<file path="src/rtl/mem_port_arbiter_pkg.sv">
// mem_port_arbiter_pkg
//   Shared constants and types for the memory-port arbiter:
//   - SIZE_* access-size encodings for the memory interface
//   - owner_e  : which stage owns the transaction in flight
//   - arb_state_e : arbiter FSM states
//   - arb_dbg_t : debug view of the arbiter's internal state
package mem_port_arbiter_pkg;

    localparam logic [1:0] SIZE_BYTE = 2'd0;
    localparam logic [1:0] SIZE_HALF = 2'd1;
    localparam logic [1:0] SIZE_WORD = 2'd2;

    typedef enum logic [1:0] {
        OWN_NONE = 2'd0,
        OWN_IF   = 2'd1,
        OWN_D    = 2'd2
    } owner_e;

    typedef enum logic {
        ARB_IDLE = 1'b0,
        ARB_BUSY = 1'b1
    } arb_state_e;

    typedef struct packed {
        arb_state_e state;
        owner_e     owner;
        logic [3:0] starve_cnt;
        logic       if_killed;
    } arb_dbg_t;

endpackage

</file>
<file path="src/rtl/mem_port_arbiter_mem_lat_timer.sv">
// mem_lat_timer
//   Fixed-latency response timer. Loading starts a countdown of MEM_LAT
//   cycles; done is high on the cycle the memory response is due
//   (MEM_LAT cycles after the load cycle).
//   Ports:
//     clk   in  clock, rising edge
//     rst   in  asynchronous active-low reset
//     load  in  start a new countdown (grant cycle)
//     done  out response cycle of the most recent load
module mem_lat_timer #(
    parameter int unsigned MEM_LAT = 1
) (
    input  logic clk,
    input  logic rst,
    input  logic load,
    output logic done
);

    logic [3:0] cnt_q, cnt_d;

    // A load on the done cycle restarts the count, allowing back-to-back
    // transactions every MEM_LAT cycles.
    always_comb begin
        cnt_d = cnt_q;
        if (load) begin
            cnt_d = 4'(MEM_LAT);
        end else if (cnt_q != 4'd0) begin
            cnt_d = cnt_q - 4'd1;
        end
    end

    always_ff @(posedge clk or negedge rst) begin
        if (!rst) begin
            cnt_q <= 4'd0;
        end else begin
            cnt_q <= cnt_d;
        end
    end

    assign done = (cnt_q == 4'd1);

endmodule

</file>
<file path="src/rtl/mem_port_arbiter.sv">
// mem_port_arbiter
//   Shares one single-ported fixed-latency memory between the fetch stage
//   (read-only words) and the data stage (loads/stores). Data has priority
//   unless fetch has lost STARVE_MAX consecutive cycles. One transaction is
//   in flight at a time; the port is free again on the response cycle.
//   Ports:
//     clk, rst                 clock, async active-low reset
//     if_req/if_addr           fetch request and address
//     flush, halt              drop pending fetch response / block fetch grants
//     if_gnt/if_rvalid/if_rdata/if_stall   fetch-side results
//     d_req/d_we/d_size/d_addr/d_wdata     data request
//     d_gnt/d_rvalid/d_rdata/d_stall       data-side results
//     m_req/m_we/m_size/m_addr/m_wdata     memory request (grant cycle only)
//     m_rdata                  memory read data, valid MEM_LAT cycles after m_req
//     dbg                      internal state view
//
//   Handshake: a requester holds req (and its address/data) until it sees
//   rvalid. gnt pulses on the cycle the request reaches memory; rvalid pulses
//   MEM_LAT cycles later. A requester may be re-granted on its rvalid cycle.
module mem_port_arbiter
    import mem_port_arbiter_pkg::*;
#(
    parameter int unsigned MEM_LAT    = 1,
    parameter int unsigned STARVE_MAX = 4
) (
    input  logic        clk,
    input  logic        rst,
    input  logic        if_req,
    input  logic [31:0] if_addr,
    input  logic        flush,
    input  logic        halt,
    output logic        if_gnt,
    output logic        if_rvalid,
    output logic [31:0] if_rdata,
    output logic        if_stall,
    input  logic        d_req,
    input  logic        d_we,
    input  logic [1:0]  d_size,
    input  logic [31:0] d_addr,
    input  logic [31:0] d_wdata,
    output logic        d_gnt,
    output logic        d_rvalid,
    output logic [31:0] d_rdata,
    output logic        d_stall,
    output logic        m_req,
    output logic        m_we,
    output logic [1:0]  m_size,
    output logic [31:0] m_addr,
    output logic [31:0] m_wdata,
    input  logic [31:0] m_rdata,
    output arb_dbg_t    dbg
);

    arb_state_e state_q, state_d;
    owner_e     owner_q, owner_d;
    logic       store_q, store_d;
    logic       kill_q, kill_d;
    logic [3:0] starve_q, starve_d;

    logic lat_done, resp, free, if_elig, starved, if_win, d_win, grant;

    mem_lat_timer #(.MEM_LAT(MEM_LAT)) u_timer (
        .clk  (clk),
        .rst  (rst),
        .load (grant),
        .done (lat_done)
    );

    assign resp    = (state_q == ARB_BUSY) & lat_done;
    assign free    = (state_q == ARB_IDLE) | resp;
    assign if_elig = if_req & ~halt;
    assign starved = (starve_q == 4'(STARVE_MAX));

    // Outputs are gated by rst so that everything reads 0 while reset is held.
    assign if_win = rst & free & if_elig & (~d_req | starved);
    assign d_win  = rst & free & ~if_win & d_req;
    assign grant  = if_win | d_win;

    always_comb begin
        if_gnt  = if_win;
        d_gnt   = d_win;
        m_req   = grant;
        m_we    = 1'b0;
        m_size  = 2'd0;
        m_addr  = 32'd0;
        m_wdata = 32'd0;
        if (if_win) begin
            m_size = SIZE_WORD;
            m_addr = if_addr;
        end else if (d_win) begin
            m_we    = d_we;
            m_size  = d_size;
            m_addr  = d_addr;
            m_wdata = d_wdata;
        end
    end

    // Flush in the response cycle itself also kills the fetch response.
    assign if_rvalid = rst & resp & (owner_q == OWN_IF) & ~kill_q & ~flush;
    assign d_rvalid  = rst & resp & (owner_q == OWN_D);
    assign if_rdata  = if_rvalid ? m_rdata : 32'd0;
    assign d_rdata   = (d_rvalid & ~store_q) ? m_rdata : 32'd0;
    assign if_stall  = rst & if_req & ~if_rvalid;
    assign d_stall   = rst & d_req & ~d_rvalid;

    always_comb begin
        state_d = state_q;
        owner_d = owner_q;
        store_d = store_q;
        kill_d  = kill_q;
        if (grant) begin
            state_d = ARB_BUSY;
            owner_d = if_win ? OWN_IF : OWN_D;
            store_d = d_win & d_we;
            kill_d  = 1'b0;
        end else if (resp) begin
            state_d = ARB_IDLE;
            owner_d = OWN_NONE;
            store_d = 1'b0;
            kill_d  = 1'b0;
        end else if ((state_q == ARB_BUSY) && (owner_q == OWN_IF) && flush) begin
            // Remember the flush so the late response is still dropped.
            kill_d = 1'b1;
        end
    end

    always_comb begin
        starve_d = 4'd0;
        if (if_elig && !if_win) begin
            starve_d = starved ? starve_q : starve_q + 4'd1;
        end
    end

    always_ff @(posedge clk or negedge rst) begin
        if (!rst) begin
            state_q  <= ARB_IDLE;
            owner_q  <= OWN_NONE;
            store_q  <= 1'b0;
            kill_q   <= 1'b0;
            starve_q <= 4'd0;
        end else begin
            state_q  <= state_d;
            owner_q  <= owner_d;
            store_q  <= store_d;
            kill_q   <= kill_d;
            starve_q <= starve_d;
        end
    end

    assign dbg = '{state: state_q, owner: owner_q, starve_cnt: starve_q, if_killed: kill_q};

endmodule
</file>
<file path="config.mk">
export PLATFORM = sky130hd
export DESIGN_NAME = mem_port_arbiter
export DESIGN_NICKNAME = d
export VERILOG_FILES = /design/src/rtl/mem_port_arbiter_pkg.sv /design/src/rtl/mem_port_arbiter_mem_lat_timer.sv /design/src/rtl/mem_port_arbiter.sv
export SDC_FILE = /design/constraint.sdc
export NUM_CORES = 1
export LEC_CHECK = 0
export ABC_AREA = 1
export CAP_MARGIN = 5
export CORE_AREA = 2 2 109 111
export DETAILED_ROUTE_END_ITERATION = 10
export DIE_AREA = 0 0 111 113
export PLACE_DENSITY = 0.65
export SKIP_CTS_REPAIR_TIMING = 1
export SYNTH_ARGS = -nofsm -noshare
export SYNTH_HDL_FRONTEND = slang
export SYNTH_SLANG_ARGS = --single-unit
</file>
<file path="constraint.sdc">
create_clock -name clk -period 3.34 [get_ports clk]
set_input_delay 0.668 -clock clk [delete_from_list [all_inputs] [get_ports clk]]
set_output_delay 0.668 -clock clk [all_outputs]
set_load 0.03 [all_outputs]
</file>
## Yosys cells after proc, flatten, opt, wreduce, memory -nomap -nowiden

Index checks and enable logic that the tools add are counted.

- Add/subtract/negate cells: 2
- Equality and inequality tests: 5
- Muxes and demuxes: 23
- Bitwise gates (word level): 30
- Reduce and logical (&&, ||, !) cells: 8

Operators with widths:

| operator | count |
|---|---|
| $mux 32 | 6 |
| $and 1x1->1 | 18 |
| $mux 4 | 4 |
| $mux 2 | 5 |
| $not 1->1 | 9 |
| $mux 1 | 8 |
| $add 4x1->4 const B | 1 |
| $eq 4x1->1 const B | 1 |
| $eq 4x3->1 const B | 1 |
| $reduce_bool 2->1 | 2 |
| $reduce_bool 4->1 | 1 |
| $sub 4x1->4 const B | 1 |
| $logic_and 1x1->1 | 3 |
| $or 1x1->1 | 3 |
| $reduce_bool 3->1 | 1 |
| $eq 2x1->1 const B | 1 |
| $eq 2x2->1 const B | 1 |
| $ne 2x2->1 const B | 1 |
| $logic_not 1->1 | 1 |

- Register bits after elaboration: 13
- Input port bits: 137
- Output and inout port bits: 146

## Depth between registers and ports, before layout

- Word-level depth: 11
- Gate-level depth with buffers: 10
- Mapped depth without buffers: 9

## Modules after synthesis

From an unflattened synthesis, not the netlist that was laid out.

- Cells, all modules: 388
- Area total of the unflattened synthesis: 1989.4 sq um

Modules (own cells, without submodules):

| module | times used | cells each | area an instance (sq um) | sequential area each (sq um) |
|---|---|---|---|---|
| mem_port_arbiter | 1 | 360 | 1760.4 | 225.2 |
| mem_lat_timer | 1 | 28 | 229.0 | 100.1 |

## Worst setup path before layout

Ideal clock, no wire load.

- Kind: in2out
- Start point: input rst
- End point: output d_rdata[11]
- Arrival: 1.876 ns
- Data required time: 2.672 ns
- Slack: 0.796 ns
- Cell stages on the path: 5
- Path buffers: 1
- Cells stage by stage: nand4_2 > nor3_4 > nand2_2 > buf_6 > nor2_1

- Word-level cells in the longest chain between the ends: 4

Ends and longest elaborated chain:

| what | line | RTL |
|---|---|---|
| start, declared | mem_port_arbiter.sv:27 | `input logic rst,` |
| $and 1x1->1 (2 in series) | mem_port_arbiter.sv:100 | `assign d_rvalid = rst & resp & (owner_q == OWN_D);` |
| via d_rvalid | mem_port_arbiter.sv:42 | `output logic d_rvalid,` |
| $and 1x1->1 | mem_port_arbiter.sv:102 | `assign d_rdata = (d_rvalid & ~store_q) ? m_rdata : 32'd0;` |
| $mux 32 | mem_port_arbiter.sv:102 |  |
| end, declared | mem_port_arbiter.sv:43 | `output logic [31:0] d_rdata,` |

The timed path passes the listed nets, and every way through them passes these cells.

## Worst setup path in the final report

- Start point: input rst
- End point: output d_rdata[23]

- Word-level cells in the longest chain between the ends: 4

Ends and longest elaborated chain:

| what | line |
|---|---|
| $and 1x1->1 (2 in series) | mem_port_arbiter.sv:100 |
| $and 1x1->1 | mem_port_arbiter.sv:102 |
| $mux 32 | mem_port_arbiter.sv:102 |

No other way between the ends.

==> run metrics <==
Tcrit/Tclk final=0.899; first-pass GRT wire length=approximately 14 mm; f_max=0.333 GHz; critical path class=input port to output port; sequential area share after synthesis=0.170; Cell variety after synth=25; layout cell share with drive strength beyond 1=0.261; final HPWL from detailed placement=around 8.2 mm; Clk pin slew, worst setup/hold paths=~0.040 ns; Initial Util=0.169; top_reg_cell synth=dfrtp_1; DRC violations left=0; IO Port Bufs=approximately 280; PnR worst setup slack=roughly 0.34 ns; Layout Nets=790; Final Max Tran Viols=0; commonest cells after routing, fill and taps aside=clkdlybuf4s50_1 (147), buf_4 (128), nand2_1 (112), nor2_1 (98), inv_1 (80); Setup WS pre-CTS=0.313 ns; Final setup viols=0; R2R depth=9; Pwr Total=1.64 mW; area growth from synthesis to final layout=148%; CP required=approximately 2.7 ns; CTS tree=built; Final Hold Violating Endpoints=0; pin count of the biggest net entering global routing=36; Mapped Nets=between 500 and 600; DIE WIDTH=about 110 µm; Pwr Density=about 350 nW/µm²; H-tree depth=1; RSZ-0062 raised after global routing=no; MaxCap Viol Count=0; Layout Cells excl Fill=between 700 and 800; GP Congestion=around 0.84; reg2reg setup slack=approximately 1.4 ns; Root Driver=clkbuf_16; post-synthesis async set-or-reset flop share=1.00; post-layout min period=about 3 ns; Overflow after GRT=0; clk_lat worst skew=about 0.24 ns; clock skew=around 0.0024 ns; Netlist Area Pre-Place=between 1500 and 2000 µm²; antenna viol nets, final=0; min-delay worst type=flop to flop; clock buffer depth=2; initial drt markers=119; Global Route Usage Sum=0.138; status=finished clean; CP cell instances=clkdlybuf4s50_1 -> nand4_2 -> nor3_4 -> nand2_2 -> buf_12 -> nor2_1 -> buf_4; CP Capture Type=output port; Hold Crit Start=store_q; slowest stage cell, crit path=clkdlybuf4s50_1; Mapped Cells=around 370; wire per inst=11.9 µm; Ports=between 200 and 300; Synthesis Warnings=0; CORE AREA=roughly 11000 µm²; Inst Count DP=slightly below 800; n_diodes=0; FP Rows=39; Min-Delay Endpoint=store_q; Peak VDD IR=roughly 180 µV; Critical Path Max Stage Delay=around 0.53 ns; setup TNS=0 ns; Post-synth EDFFs=0; Worst setup SP type=input port; Least-Margin Pin Slew=roughly 0.58 ns; most common cell after layout, fill and taps aside=clkdlybuf4s50_1; post-synthesis area per instance=about 5 µm²; via count=approximately 3100; LEAKAGE=2.66 nW; die area=12500 µm²; vias in the first global route=between 3000 and 4000; initial antenna violation count=0; die height=roughly 110 µm; Placed Area=approximately 4700 µm²; CTS buffer count=3; Hold Path Stages=2; normalized max-slew margin=0.606; number of synthesized register bits=13; vias per inst=3.97; r2r endpoint=state_q; crit-path max FO=21; final wirelength=between 9 and 10 mm; CTS Sinks=13; crit path DAT=about 2.3 ns; Pre-antenna DRT Iters=4; launching point of the worst reg2reg path=starve_q[0]; fin area=~4700 µm²
## per-stage QoR
stage / util / hold slack, ns
floorplan: - / 0.372
global placement: 0.414 / 0.488
detailed placement: 0.414 / 0.492
CTS: 0.421 / 0.503
global route: 0.421 / 0.516
finish: 0.421 / 0.510
## area by class of cell
| type | count | area [µm²] |
|---|---|---|
| Sequential cell | 13 | 325 |
| Fill cell | 1159 | 6530 |
| Clock buffer | 4 | 78.8 |
| Timing Repair Buffer | 289 | 2710 |
| Inverter | 83 | 312 |
| Multi-Input combinational cell | 259 | 1140 |
| Tap cell | 143 | 179 |
## metal layers
layer  up-vias  GRT usage  routed length [µm]
met3        15     0.0311                 842
met1      1334      0.154                3490
li1       1601          -                   -
met5         -          0                   0
met2       191      0.262                4860
met4         0     0.0392                 259
## how the worst max path moves through the flow
stage,start,to,slack [ns],depth (start not counted)
finish,rst,d_rdata[23],0.34,7
global route,rst,m_addr[31],0.19,10
CTS,rst,d_rdata[23],0.31,7
detailed placement,rst,d_rdata[23],0.31,7
global placement,rst,d_rdata[23],0.37,7
floorplan,rst,d_rdata[11],0.80,5
## cell families after synthesis
logic type                 synth area share
and+or+nand+nor                       0.523
buffers and inverters                 0.234
DFF                                   0.170
AOI/OAI and AO/OA                    0.0334
adders and majority gates            0.0262
xor gates and xnor gates             0.0138
## report_power, final
| group | internal, mW | total [mW] | switching (mW) |
|---|---|---|---|
| Combinational | 0.496 | 1.14 | 0.644 |
| Clock | 0.161 | 0.227 | 0.0656 |
| Sequential | 0.214 | 0.278 | 0.0636 |
| Total | 0.872 | 1.64 | 0.773 |
## Yosys cell counts, drive strengths merged, types with 2 or more instances
library cell    n  area share
nand3          10       0.029
inv            83        0.16
ha              4       0.026
xnor2           2      0.0092
nor3            4       0.016
dfrtp          13        0.17
o21ai           4       0.010
nor2          110        0.23
a21oi           4       0.014
nand2         116        0.23
buf            17       0.071
## registers in the layout, summed over array words and instances (netlist names)
name and count:
starve_q 4, u_timer.cnt_q 4, owner_q 2, kill_q 1, state_q 1, store_q 1
## worst max-delay path, delay by kind of cell
kind | cells | cell delay, ns
and+or+nand+nor | 4 | 0.72
buffers and inverters | 3 | 0.93
Power figures use the tool's default switching activity.
